==> config.mk <==
export PLATFORM = sky130hd
export DESIGN_NAME = control_secded
export DESIGN_NICKNAME = d
export VERILOG_FILES = /design/src/rtl/control_secded_pkg.sv /design/src/rtl/control_secded_antirrebote.sv /design/src/rtl/control_secded.sv
export SDC_FILE = /design/constraint.sdc
export NUM_CORES = 1
export LEC_CHECK = 0
export CORE_ASPECT_RATIO = 0.9
export CORE_MARGIN = 4
export CORE_UTILIZATION = 55
export DETAILED_ROUTE_END_ITERATION = 16
export GPL_TIMING_DRIVEN = 0
export PLACE_DENSITY = 0.86
export SYNTH_ARGS = -nofsm -noshare
export SYNTH_HDL_FRONTEND = slang
export SYNTH_SLANG_ARGS = --single-unit
==> constraint.sdc <==
create_clock -name clk -period 6.5 [get_ports clk]
set_clock_uncertainty 0.2 [all_clocks]
set_input_delay 0.65 -clock clk [delete_from_list [all_inputs] [get_ports clk]]
set_output_delay 0.65 -clock clk [all_outputs]
set_load 0.05 [all_outputs]
==> src/rtl/control_secded_pkg.sv <==
`default_nettype none
// +----------------------------------------------------------------------+
// | secded_pkg                                                           |
// | Shared types and constants for the 8-bit SECDED receive/correct path |
// | Rev 1.0 - initial release                                            |
// +----------------------------------------------------------------------+
package secded_pkg;

   typedef enum logic [1:0] {
      IDLE     = 2'd0,
      CAPTURA  = 2'd1,
      SINDROME = 2'd2,
      CORRIGE  = 2'd3
   } estado_t;

   typedef enum logic [1:0] {
      SIN_ERROR    = 2'd0,
      ERROR_SIMPLE = 2'd1,
      ERROR_DOBLE  = 2'd2
   } clase_t;

   // Bit positions inside the received word (g0 w3 w2 w1 p2 w0 p1 p0)
   localparam int BIT_P0 = 0;
   localparam int BIT_P1 = 1;
   localparam int BIT_W0 = 2;
   localparam int BIT_P2 = 3;
   localparam int BIT_W1 = 4;
   localparam int BIT_W2 = 5;
   localparam int BIT_W3 = 6;
   localparam int BIT_G0 = 7;

   // pos_error layout {gp, s2, s1, s0}
   localparam int POS_S0 = 0;
   localparam int POS_S2 = 2;
   localparam int POS_GP = 3;

   // Global parity set means an odd number of flips: assume one, correctable.
   // Even parity with a non-zero syndrome can only be two flips.
   function automatic clase_t clasificar(input logic [2:0] s, input logic gp);
      clase_t c;
      if (gp)
         c = ERROR_SIMPLE;
      else if (s != 3'd0)
         c = ERROR_DOBLE;
      else
         c = SIN_ERROR;
      return c;
   endfunction

endpackage
`default_nettype wire

==> src/rtl/control_secded_antirrebote.sv <==
`default_nettype none
// +----------------------------------------------------------------------+
// | antirrebote                                                          |
// | 2-FF synchronizer, debounce counter and rising-edge pulse for a      |
// | mechanical push button                                               |
// | Rev 1.0 - initial release                                            |
// +----------------------------------------------------------------------+
module antirrebote #(
   parameter int DEB_CICLOS = 50000
) (
   input  logic clk,
   input  logic rst,
   input  logic boton_i,
   output logic pulso_o
);

   localparam int            CW      = (DEB_CICLOS > 2) ? $clog2(DEB_CICLOS) : 1;
   localparam logic [CW-1:0] CNT_FIN = CW'(DEB_CICLOS - 1);
   localparam logic [CW-1:0] CNT_UNO = CW'(1);

   logic          sinc_m_q;
   logic          sinc_q;
   logic          nivel_q, nivel_d;
   logic          pulso_q, pulso_d;
   logic [CW-1:0] cnt_q, cnt_d;

   // Count consecutive cycles in which the synced input disagrees with the
   // accepted level; any agreement restarts the count.
   always_comb begin
      cnt_d   = '0;
      nivel_d = nivel_q;
      pulso_d = 1'b0;
      if (sinc_q != nivel_q) begin
         if (cnt_q == CNT_FIN) begin
            nivel_d = sinc_q;
            pulso_d = sinc_q;
         end else begin
            cnt_d = cnt_q + CNT_UNO;
         end
      end
   end

   // Synchronizer chain and debounce state registers
   always_ff @(posedge clk or posedge rst) begin
      if (rst) begin
         sinc_m_q <= 1'b0;
         sinc_q   <= 1'b0;
         nivel_q  <= 1'b0;
         pulso_q  <= 1'b0;
         cnt_q    <= '0;
      end else begin
         sinc_m_q <= boton_i;
         sinc_q   <= sinc_m_q;
         nivel_q  <= nivel_d;
         pulso_q  <= pulso_d;
         cnt_q    <= cnt_d;
      end
   end

   assign pulso_o = pulso_q;

endmodule
`default_nettype wire

==> src/rtl/control_secded.sv <==
`default_nettype none
// +----------------------------------------------------------------------+
// | control_secded                                                       |
// | Capture, syndrome, classify and correct an 8-bit SECDED word on a    |
// | debounced button press; keeps saturating error counters              |
// | Rev 1.0 - initial release                                            |
// +----------------------------------------------------------------------+
// Each state is entered on the edge that performs its work: the word is
// registered on IDLE->CAPTURA, the syndrome on CAPTURA->SINDROME and the
// results on SINDROME->CORRIGE, so listo is high while in CORRIGE, three
// cycles after the button pulse.
module control_secded
   import secded_pkg::*;
#(
   parameter int DEB_CICLOS = 50000,
   parameter int CNT_W      = 8
) (
   input  logic             clk,
   input  logic             rst,
   input  logic [7:0]       conmutador_8,
   input  logic             boton_i,
   input  logic             borrar_cnt,
   output logic [3:0]       w_corregida_b4,
   output logic [3:0]       pos_error,
   output logic             error_simple,
   output logic             error_doble,
   output logic             listo,
   output logic             ocupado,
   output logic [CNT_W-1:0] cnt_simple,
   output logic [CNT_W-1:0] cnt_doble
);

   localparam logic [CNT_W-1:0] CNT_UNO = CNT_W'(1);

   estado_t          estado_q, estado_d;
   logic             pulso;
   logic [7:0]       sw_m_q, sw_q;
   logic [7:0]       palabra_q;
   logic [2:0]       sindrome_q, sindrome;
   logic             gp_q, gp;
   clase_t           clase;
   logic [7:0]       mascara, corregida;
   logic [3:0]       datos_q, pos_q;
   logic             simple_q, doble_q, listo_q;
   logic [CNT_W-1:0] cnt_s_q, cnt_d_q;

   antirrebote #(
      .DEB_CICLOS(DEB_CICLOS)
   ) u_antirrebote (
      .clk     (clk),
      .rst     (rst),
      .boton_i (boton_i),
      .pulso_o (pulso)
   );

   // Two-stage synchronizer for the switch word
   always_ff @(posedge clk or posedge rst) begin
      if (rst) begin
         sw_m_q <= '0;
         sw_q   <= '0;
      end else begin
         sw_m_q <= conmutador_8;
         sw_q   <= sw_m_q;
      end
   end

   // State register
   always_ff @(posedge clk or posedge rst) begin
      if (rst) estado_q <= IDLE;
      else     estado_q <= estado_d;
   end

   // Next-state logic; presses outside IDLE are dropped
   always_comb begin
      estado_d = estado_q;
      case (estado_q)
         IDLE:     if (pulso) estado_d = CAPTURA;
         CAPTURA:  estado_d = SINDROME;
         SINDROME: estado_d = CORRIGE;
         CORRIGE:  estado_d = IDLE;
         default:  estado_d = IDLE;
      endcase
   end

   // Syndrome bits, classification and single-bit correction mask
   always_comb begin
      sindrome[0] = palabra_q[BIT_P0] ^ palabra_q[BIT_W0] ^ palabra_q[BIT_W1] ^ palabra_q[BIT_W3];
      sindrome[1] = palabra_q[BIT_P1] ^ palabra_q[BIT_W0] ^ palabra_q[BIT_W2] ^ palabra_q[BIT_W3];
      sindrome[2] = palabra_q[BIT_P2] ^ palabra_q[BIT_W1] ^ palabra_q[BIT_W2] ^ palabra_q[BIT_W3];
      gp          = ^palabra_q;
      clase       = clasificar(sindrome_q, gp_q);
      mascara     = '0;
      if (clase == ERROR_SIMPLE) begin
         if (sindrome_q == 3'd0) mascara[BIT_G0] = 1'b1;
         else                    mascara[sindrome_q - 3'd1] = 1'b1;
      end
      corregida = palabra_q ^ mascara;
   end

   // Capture, syndrome and result registers; listo is a one-cycle strobe
   always_ff @(posedge clk or posedge rst) begin
      if (rst) begin
         palabra_q  <= '0;
         sindrome_q <= '0;
         gp_q       <= 1'b0;
         datos_q    <= '0;
         pos_q      <= '0;
         simple_q   <= 1'b0;
         doble_q    <= 1'b0;
         listo_q    <= 1'b0;
      end else begin
         listo_q <= 1'b0;
         if (estado_q == IDLE && pulso)
            palabra_q <= sw_q;
         if (estado_q == CAPTURA) begin
            sindrome_q <= sindrome;
            gp_q       <= gp;
         end
         if (estado_q == SINDROME) begin
            datos_q                <= {corregida[BIT_W3], corregida[BIT_W2],
                                       corregida[BIT_W1], corregida[BIT_W0]};
            pos_q[POS_GP]          <= gp_q;
            pos_q[POS_S2:POS_S0]   <= sindrome_q;
            simple_q               <= (clase == ERROR_SIMPLE);
            doble_q                <= (clase == ERROR_DOBLE);
            listo_q                <= 1'b1;
         end
      end
   end

   // Saturating error counters; clear wins over a same-cycle increment
   always_ff @(posedge clk or posedge rst) begin
      if (rst) begin
         cnt_s_q <= '0;
         cnt_d_q <= '0;
      end else if (borrar_cnt) begin
         cnt_s_q <= '0;
         cnt_d_q <= '0;
      end else if (estado_q == SINDROME) begin
         if (clase == ERROR_SIMPLE && cnt_s_q != '1) cnt_s_q <= cnt_s_q + CNT_UNO;
         if (clase == ERROR_DOBLE  && cnt_d_q != '1) cnt_d_q <= cnt_d_q + CNT_UNO;
      end
   end

   assign w_corregida_b4 = datos_q;
   assign pos_error      = pos_q;
   assign error_simple   = simple_q;
   assign error_doble    = doble_q;
   assign listo          = listo_q;
   assign ocupado        = (estado_q != IDLE);
   assign cnt_simple     = cnt_s_q;
   assign cnt_doble      = cnt_d_q;

endmodule
`default_nettype wire
# == Yosys cells after proc, flatten, opt, wreduce, memory -nomap -nowiden ==
# Cells that the tools add are included.
# word_totals
regBits,77
latch_bits,0
ram_bits,0
rom_bits,0
inputBits,12
out_inout_bits,28
word_cells,78
mem_count,0
# op_classes
n_addsub,4
multipliers,0
div,0
order_cmp,2
n_eq_ne,10
shift,0
mux,19
n_bitwise,10
n_reduce_logical,15
# ops
cell,n
$mux W8,6
$mux W16,2
$add A16 B1 Y16 const B,1
$add A8 B1 Y8 const B,2
$eq A16 B16 Y1 const B,1
$ne A8 B8 Y1 const B,2
$mux W7,2
$xor A1 B1 Y1,9
$pmux W2 S4,1
$reduce_bool A2 Y1,4
$reduce_xor A8 Y1,1
$xor A7 B7 Y7,1
$eq A2 B2 Y1 const B,3
$mux W2,3
$reduce_and A2 Y1,3
$eq A2 B1 Y1 const B,2
$logic_and A1 B1 Y1,4
$lt A3 B4 Y1 const B,1
$mux W1,4
$demux W1 S3,1
$ge A3 B1 Y1 const B,1
$logic_not A3 Y1,1
$reduce_bool A3 Y1,1
$sub A3 B1 Y3 const B,1
3 further kinds,3

# == Depth between registers and ports, before layout ==
# depth
word_depth,8
ltp_mapped,7
depth_no_buf,7

# == Modules after synthesis ==
# Synthesis repeated with hierarchy kept, for this count alone.
# unflattened
hier_cells,287
area_unflattened_um2,3352.0
# modules_own_cells
mod,instances,cells_per_inst,area_each_um2,seq_area_each_um2
control_secded,1,200,2421.1,1426.4
antirrebote,1,87,930.9,500.5

# == Worst setup path after synthesis ==
# OpenSTA, ideal clock, no wires.
# synth_path
path_type,register -> register
from,register sindrome_q[0]
to,"register cnt_d_q[7], in the netlist cnt_doble[7]"
arrival_ps,1783
path_slack_ps,4398
stages_incl_launch_ff,8
path_buffers,0
period_less_slack_ps,2102
path_cell_list,dfrtp_1 inv_1 ha_1 ha_1 nor3b_1 o211ai_1 o21a_1 o21ba_2
# synth_between
elab_chain_cells,7
# synth_lines
element,line_no,text
start: declaration,control_secded.sv:39,"logic [2:0] sindrome_q, sindrome;"
start signal: assignment,control_secded.sv:116,sindrome_q <= sindrome;
$reduce_bool A3 Y1,control_secded_pkg.sv:43,else if (s != 3'd0)
$mux W2,control_secded_pkg.sv:43,
$mux W2,control_secded_pkg.sv:41,if (gp)
$eq A2 B2 Y1,control_secded.sv:141,if (clase == ERROR_DOBLE && cnt_d_q != '1) cnt_d_q <= cnt_d_q + CNT_UNO;
$logic_and A1 B1 Y1,control_secded.sv:141,
$reduce_bool A2 Y1 (no source line),--,
$reduce_and A2 Y1 (no source line),--,
end signal: assignment,control_secded.sv:141,
end: declaration,control_secded.sv:45,"logic [CNT_W-1:0] cnt_s_q, cnt_d_q;"
# Every way passes these cells.
# A chain may end at the register's enable or synchronous reset.

# == Worst setup path in the final report ==
# layout_path
from,register estado_q[1]
to,output ocupado
# layout_between
elab_chain_cells,1
# layout_lines
element,line_no,text
start: declaration,control_secded.sv:35,"estado_t estado_q, estado_d;"
start signal: assignment,control_secded.sv:70,else estado_q <= estado_d;
$reduce_bool A2 Y1,control_secded.sv:150,assign ocupado = (estado_q != IDLE);
end: declaration,control_secded.sv:28,"output logic ocupado,"
# Every way passes these cells.

==> results.ini <==
[clocking]
cts_root_buffer = clkbuf_8
clock_latency_ns = 0.35
cts_tree = yes
path_clk_slew_ns = 0.09
cts_hold_buf = 0
cts_resized = 0
cts_setup_buffers = 0
cts_made_buffers = 9
cts.htree.levels = 3
cts.sinks = 77
cts_max_path_buffers = 2

[min_path]
min_path_type = register to register
hp-start = sw_m_q[6]$_DFF_PP0_

[timing]
worst_pin_slew_ns = 0.905
setup_viol = 0
relSlewSlack_pct = 39.7
setup_tns_ns = 0
min_period_ns = 2.77
post-route-period-util_pct = 42.6
hold_viol = 0
finalMaxSlewViolations = 0
rsz0062_at_grt = no
fmax_mhz = 361

[critical_path]
critical_path.most_common_cell = inv_1
r2r-start = sindrome_q[0]$_DFFE_PP0N_
path_class = register to output pin
slowest_stage = clkdlybuf4s50_1
cp_slowest_stage_delay_ns = 0.80
critPathMaxFanout = 3
cp-start-kind = register
worstPathRequired_ns = 5.65
crit_arrival_ns = 1.92
worstSetupEndpointType = output pin
critPathLaunch = estado_q[1]$_DFFE_PP0P_
cp_cell_sequence = inv_1, ha_1, inv_1, clkdlybuf4s50_1
crit_buf_inv = 3
critPathTopFamily = buffers and inverters

[detailed_routing]
drt_drc_violations_left = 0
routed_wl_mm = 6.02
viasPerCell = 5.51
ant_nets = 0
first_pass_iters = 5
initialDrtViolationCount = 89
num_vias = 2297
wl_per_cell_um = 14.4

[floorplanning]
die_x_um = 90.3
dieArea_um2 = 7400
rows = 26
core_um2 = 5790
die_y_um = 82.0
io_pins = 40
start_util_pct = 57.8

[synthesis]
seq_area_frac_synth_pct = 57.5
ys_ff_latch = 77
yosysWarnings = 0
yosys.area_share.adder_pct = 3.36
synth-compound-area-share_pct = 6.76
synth_edf_count = 0
avgSynthCellArea_um2 = 11.5
synth_area_um2 = 3350
ys_types = 42
synthMuxAreaShare_pct = 5.08
synth-async-reset-ratio_pct = 100
synth_ff_type = dfrtp_1
synth_top_family_by_area = simple AND/OR/NAND/NOR gates
synth_xor_area_share_pct = 9.94
yosys.area_share.simple_pct = 15.0
netlist_instances = 292
syn_nets = 313

[global_routing]
grt_use_total_pct = 17.6
grt_pass1_wl_mm = 10.0
grt_pass1_vias = 2132
grt_max_degree = 78
antenna_found_initial = 0
gr-total-overflow = 0

[cells_and_area]
design_area_um2 = 4010
drive_above_1_share_pct = 11.2
fin_nets = 363
area_delta_synth_final_pct = 19.8
diodes = 0
instances_no_fill = 417

[place]
gp_congestion = 0.917
dp_hpwl_mm = 4.12
io_buffers = 39
dp.cells = 401
place_area_um2 = 3830

[power_and_ir_drop]
p_per_area_nw_per_um2 = 209
peakVddDrop_mv = 0.152
leakage_nw = 1.70
finalPower_mw = 0.839

[run]
drv_cap = 0

[run_status]
outcome = finished, final reports clean

[through the flow]
stage               util, %  setup WS [ns]  hold WS, ns
detailed placement     66.1           3.91        0.135
finish                 69.3           3.73        0.153
CTS                    69.3           3.69        0.154
global route           69.3           3.62        0.158
floorplan                 -           3.68        0.131
global placement       66.1           2.60        0.131
[layer usage]
| metal | GRT usage, % | wire length [µm] | vias up |
|---|---|---|---|
| met4 | 5.66 | 102 | 0 |
| met1 | 21.7 | 2570 | 1081 |
| met3 | 6.32 | 444 | 13 |
| met2 | 29.5 | 2890 | 97 |
| li1 | - | - | 1106 |
| met5 | 0 | 0 | - |
[flip-flops by register name, summed over array words and instances, names as in the netlist]
| name | cells |
|---|---|
| u_antirrebote.cnt_q | 16 |
| cnt_doble | 8 |
| cnt_simple | 8 |
| palabra_q | 8 |
| sw_m_q | 8 |
| sw_q | 8 |
| pos_error | 4 |
| w_corregida_b4 | 4 |
| sindrome_q | 3 |
| estado_q | 2 |
| error_doble | 1 |
| error_simple | 1 |
| gp_q | 1 |
| listo | 1 |
| u_antirrebote.nivel_q | 1 |
| u_antirrebote.pulso_o | 1 |
| u_antirrebote.sinc_m_q | 1 |
| u_antirrebote.sinc_q | 1 |
[placed cells by master, fill, tap and decap left out, drive strengths merged, types with 4 or more instances in the layout]
master / count
clkbuf: 12
inv: 15
nand4: 10
xnor2: 27
nand2: 11
xor2: 11
o21ai: 6
mux2: 13
nor3: 6
ha: 9
clkdlybuf4s50: 39
and3: 4
nand3: 9
nor2: 40
a21oi: 14
dfrtp: 77
buf: 4
[power by group]
group          internal, mW  switching, mW
clock                 0.143          0.186
sequential            0.486        0.00309
combinational       0.00839         0.0137
[layout make-up]
| cell class | count | area, µm² |
|---|---|---|
| Clock inverter | 7 | 58.8 |
| Fill cell | 418 | 1780 |
| Clock buffer | 9 | 124 |
| Inverter | 13 | 51.3 |
| Tap cell | 70 | 87.6 |
| Timing Repair Buffer | 39 | 390 |
| Multi-Input combinational cell | 195 | 1340 |
| Buffer | 7 | 30.0 |
| Sequential cell | 77 | 1930 |
[path summary, 6_finish.rpt]
check                                           end  slack [ns]  depth (start not counted)
max                                         ocupado        3.73                          4
min                               sw_q[6]$_DFF_PP0_        0.15                          0
max reg2reg                cnt_doble[6]$_DFFE_PP0P_        3.91                          7
min reg2reg                       sw_q[6]$_DFF_PP0_        0.15                          0
max in group asynchronous  palabra_q[7]$_DFFE_PP0P_        4.87                          2
min in group asynchronous  cnt_doble[3]$_DFFE_PP0P_        0.64                          2
[cell usage after synthesis, types with 6 or more instances]
master,number,area [µm²]
a21oi_1,14,70.1
dfrtp_1,77,1930
ha_1,9,113
inv_1,13,48.8
mux2_2,12,135
nand2_1,11,41.3
nand3_1,9,45.0
nand4_1,10,62.6
nor2_1,40,150
nor3_1,6,30.0
o21ai_0,6,30.0
xnor2_1,27,236
xor2_1,11,96.3
[kinds of logic (layout without fill, tap and decap cells)]
family                     count (synthesis)  count (layout)
DFF                                       77              77
buffers and inverters                     20              75
muxes                                     15              15
AOI/OAI and AO/OA                         34              34
adders and majority gates                  9               9
xor gates and xnor gates                  38              38
and+or+nand+nor                           99              99
Note: power is estimated with default switching activity, not from simulation.
